File: config.mk
export PLATFORM = sky130hd
export DESIGN_NAME = serial_paralelo_sync
export DESIGN_NICKNAME = d
export VERILOG_FILES = /design/src/rtl/serial_paralelo_sync.sv
export SDC_FILE = /design/constraint.sdc
export NUM_CORES = 1
export LEC_CHECK = 0
export ABC_AREA = 0
export BUFFER_PORTS_ARGS = -buffer_cell sky130_fd_sc_hd__clkbuf_2
export CAP_MARGIN = 20
export CORE_MARGIN = 3
export CORE_UTILIZATION = 45
export DETAILED_ROUTE_END_ITERATION = 10
export HOLD_SLACK_MARGIN = 0.15
export SYNTH_ARGS = -nofsm -noshare
export SYNTH_HDL_FRONTEND = slang
export SYNTH_SLANG_ARGS = --single-unit
export TNS_END_PERCENT = 10
File: constraint.sdc
create_clock -name clk -period 3.21 [get_ports clk]
set_input_delay 0.1605 -clock clk [delete_from_list [all_inputs] [get_ports clk]]
set_output_delay 0.1605 -clock clk [all_outputs]
set_load 0.05 [all_outputs]
File: src/rtl/serial_paralelo_sync.sv
// Receive-side serial-to-parallel converter with COM-symbol byte alignment.
// Locks byte boundaries to COM_SYMBOL, then emits one registered byte per 8 bit-clocks.
module serial_paralelo_sync #(
  parameter logic [7:0]  COM_SYMBOL   = 8'hBC,
  parameter int unsigned ACTIVE_COUNT = 4
) (
  input  logic       clk,
  input  logic       reset,
  input  logic       data_in,
  output logic [7:0] data_out,
  output logic       valid_out,
  output logic       byte_stb,
  output logic       active
);

  typedef enum logic [1:0] {StSearch, StAlign, StActive} state_e;

  localparam logic [3:0] ComTarget = 4'(ACTIVE_COUNT);

  state_e      state_q;
  logic [7:0]  sr_q;
  logic [2:0]  bit_cnt_q;
  logic [3:0]  com_cnt_q;
  logic [7:0]  data_q;
  logic        valid_q;
  logic        stb_q;
  logic        active_q;

  logic [7:0]  cand;
  logic        byte_done;
  logic        is_com;
  logic [3:0]  com_cnt_inc;

  // Candidate byte includes the bit being sampled on this edge.
  always_comb begin
    cand        = {sr_q[6:0], data_in};
    byte_done   = (bit_cnt_q == 3'd7);
    is_com      = (cand == COM_SYMBOL);
    com_cnt_inc = com_cnt_q + 4'd1;
  end

  always_ff @(posedge clk or posedge reset) begin
    if (reset) begin
      state_q   <= StSearch;
      sr_q      <= 8'h00;
      bit_cnt_q <= 3'd0;
      com_cnt_q <= 4'd0;
      data_q    <= 8'h00;
      valid_q   <= 1'b0;
      stb_q     <= 1'b0;
      active_q  <= 1'b0;
    end else begin
      sr_q  <= cand;
      stb_q <= 1'b0;
      unique case (state_q)
        StSearch: begin
          // Bit-granular hunt: any edge may start a byte boundary.
          if (is_com) begin
            bit_cnt_q <= 3'd0;
            com_cnt_q <= 4'd1;
            if (ComTarget == 4'd1) begin
              state_q  <= StActive;
              active_q <= 1'b1;
            end else begin
              state_q <= StAlign;
            end
          end
        end
        StAlign: begin
          bit_cnt_q <= byte_done ? 3'd0 : bit_cnt_q + 3'd1;
          if (byte_done) begin
            if (is_com) begin
              if (com_cnt_q < ComTarget) com_cnt_q <= com_cnt_inc;
              if (com_cnt_inc == ComTarget) begin
                state_q  <= StActive;
                active_q <= 1'b1;
              end
            end else begin
              com_cnt_q <= 4'd0;
              state_q   <= StSearch;
            end
          end
        end
        StActive: begin
          bit_cnt_q <= byte_done ? 3'd0 : bit_cnt_q + 3'd1;
          if (byte_done) begin
            data_q  <= cand;
            valid_q <= !is_com;
            stb_q   <= 1'b1;
          end
        end
        default: state_q <= StSearch;
      endcase
    end
  end

  assign data_out  = data_q;
  assign valid_out = valid_q;
  assign byte_stb  = stb_q;
  assign active    = active_q;

endmodule

==> impl_metrics.json <==
{
  "met2_usage": 0.246,
  "grt_antenna_before_repair": 0,
  "grt_max_degree": 28,
  "hold_viol_final": 0,
  "met1_usage": 0.182,
  "grt_util_all_layers": 0.145,
  "slew_viol_final": 0,
  "critical_path_arrival_ns": 2.18,
  "cp_cell_sequence": "nand4b_4 > nor4_4 > o21ai_1 > a32oi_2 > mux2_4",
  "tightest_slew_ns": 0.585,
  "fp.dieH_um": 59.1,
  "vdd_drop_max_v": 0.000267,
  "grt_pass1_wl_um": 3860,
  "core_um2": 2570,
  "numCtsBuffers": 3,
  "rrSetupSlack_ns": 1.25,
  "place_hpwl_um": 1610,
  "nNetsFinal": 134,
  "route.detailed.wl_per_inst_um": 14.5,
  "status": "complete, no violations",
  "cts_max_level": 1,
  "synth_cell_types": 33,
  "gr-max-usage-layer": "met2",
  "netlist_area_um2": 1270,
  "max_freq_ghz": 0.510,
  "hp-class": "input pin to async pin",
  "cts_buffer_depth": 2,
  "worstSetupStartpointType": "flip-flop",
  "avgSynthCellArea_um2": 11.8,
  "worst-path-max-fanout": 12,
  "clock-sinks": 27,
  "period_needed_ns": 1.96,
  "setup_slack_ns": 1.25,
  "ant_nets": 0,
  "final_common_cell": "dfrtp_1",
  "via_per_inst": 5.49,
  "wirelength_um": 2220,
  "rows": 18,
  "period_share": 0.611,
  "slowest_stage": "nor4_4",
  "multiInputGateArea_um2": 541,
  "clk-insertion-delay-late_ns": 0.32,
  "vias": 840,
  "grt_use_met3": 0.0196,
  "layout_common_cells": "dfrtp_1 (27), clkbuf_2 (13), nand2_1 (10), o21ai_0 (8), mux2_2 (8)",
  "start_util": 0.494,
  "ys_seq_elements": 27,
  "rr_endpoint": "com_cnt_q[1]$_DFFE_PP0P_",
  "syn_nets": 117,
  "fillers": 239,
  "final_layout_size_suffix_gt1_frac": 0.236,
  "worstPathRequired_ns": 3.43,
  "power_density_nw_per_um2": 408,
  "grt_overflow": 0,
  "setup_violations": 0,
  "firstDrtPassIters": 4,
  "maxSlewHeadroom": 0.607,
  "clk_pin_slew_ns": 0.14,
  "synth_warnings": 0,
  "pre_cts_slack_ns": 1.26,
  "finalClockSkew_ns": 0.00324,
  "drt_first_iter_violations": 14,
  "ios": 14,
  "grt_pass1_vias": 849,
  "regArea_um2": 676,
  "chipWidth_um": 59.1,
  "rsz0062_at_grt": "false",
  "crit_path_end_kind": "flip-flop",
  "cts_tree": "yes",
  "cap_violations": 0,
  "r2r_cells": 5,
  "critPathMaxStageDelay_ns": 0.53,
  "die_area_um2": 3490,
  "tns_ns": 0,
  "cts-root-buf": "clkbuf_4",
  "drc": 0,
  "p_leak_nw": 0.692,
  "routabilityCongestion": 0.819,
  "diodes": 0,
  "syn2layout_area_growth_pct": 11.9,
  "r2r-start": "sr_q[5]$_DFF_PP0_",
  "postSynthCellCount": 107,
  "critical_path_class": "flip-flop to flip-flop",
  "ys_seq_area_frac": 0.533,
  "numPortBuffers": 13
}
worst max-delay path: cells and delay by family, from the launching register on:
| kind | cells | cell delay (ns) |
|---|---|---|
| muxes | 1 | 0.32 |
| and+or+nand+nor | 2 | 0.71 |
| DFF | 1 | 0.41 |
| AOI/OAI and AO/OA | 2 | 0.43 |
synthesized netlist by cell type:
master      n  area, um2
a22oi_1     1       7.51
a32oi_2     1       16.3
and3_1      1       6.26
buf_2       2       10.0
nand4b_4    1       23.8
o21ai_1     3       15.0
nor3b_1     1       7.51
clkbuf_1    1       3.75
buf_6       1       11.3
mux2_2      8       90.1
nor2b_1     3       18.8
nand2b_1    2       12.5
nor4_4      1       21.3
a21o_1      2       15.0
and2_1      2       12.5
o21ai_0     8       40.0
nand2_1    10       37.5
o211ai_1    1       7.51
o2111ai_1   1       8.76
mux2_4      1       15.0
mux2i_1     1       10.0
inv_1       7       26.3
dfrtp_1    27        676
o311ai_1    1       8.76
a21oi_1     4       20.0
a32o_1      1       10.0
nor2_1      3       11.3
nor3_1      1       5.00
ha_1        7       87.6
and4_1      1       8.76
a31o_1      1       8.76
nand3_1     1       5.00
a221o_1     1       10.0
stage by stage:
stage / std cells / cell area [um2] / hold slack, ns / utilization / total power [W]
floorplan: 107 / 1270 / 0.192 / - / 0.000417
global placement: 146 / 1350 / 0.343 / 0.524 / 0.000429
detailed placement: 146 / 1350 / 0.341 / 0.524 / 0.000432
CTS: 152 / 1390 / 0.414 / 0.542 / 0.000579
global route: 153 / 1420 / 0.380 / 0.553 / 0.000609
finish: 153 / 1420 / 0.345 / 0.553 / 0.000578
metal layers:
metal / routed length (um) / share of wire
met5: 0 / 0
met1: 1050 / 0.47
met4: 15 / 0.0068
met3: 44 / 0.020
met2: 1120 / 0.50
worst max path at each step:
stage | slack (ns) | endpoint | start
3_5_place_dp | 1.26 | com_cnt_q[1]$_DFFE_PP0P_ | sr_q[5]$_DFF_PP0_
6_report | 1.25 | com_cnt_q[1]$_DFFE_PP0P_ | sr_q[5]$_DFF_PP0_
4_1_cts | 1.23 | com_cnt_q[1]$_DFFE_PP0P_ | sr_q[5]$_DFF_PP0_
2_1_floorplan | 1.41 | com_cnt_q[1]$_DFFE_PP0P_ | bit_cnt_q[0]$_DFFE_PP0P_
3_3_place_gp | 1.29 | com_cnt_q[1]$_DFFE_PP0P_ | sr_q[5]$_DFF_PP0_
5_1_grt | 1.10 | com_cnt_q[1]$_DFFE_PP0P_ | bit_cnt_q[0]$_DFFE_PP0P_
area by class of cell:
cell class | count | share of cell area
clock buffer | 4 | 0.0185
sequential | 27 | 0.476
tap | 30 | 0.0265
multi-input combinational | 69 | 0.381
inverter | 7 | 0.0185
timing repair buffer | 16 | 0.0794
what timing repair did:
action / 4_1_cts / 5_1_grt
hold buffers: 2 / 0
buffers inserted: 0 / 0
hold endpoints to repair: 29 / 0
resized for setup: 0 / 0
kinds of logic (layout without fill, tap and decap cells):
logic type,after synthesis,count (layout),share of synthesized area
adder cells (fa/ha/maj),7,7,0.0691
buffers and inverters,11,27,0.0405
AND/OR/NAND/NOR,27,27,0.134
multiplexers,10,10,0.0908
AO/OA/AOI/OAI,25,25,0.132
flip-flops,27,27,0.533
registers in the layout, summed over array words and instances, names as in the netlist:
signal     flops
com_cnt_q      4
state_q        2
sr_q           7
bit_cnt_q      3
byte_stb       1
data_out       8
valid_out      1
active         1
power breakdown:
part	internal [W]	switching, W
sequential	0.000353	0.0000133
clock	0.0000486	0.0000987
combinational	0.0000276	0.0000372
No activity file was read; power rests on OpenSTA's default activity.
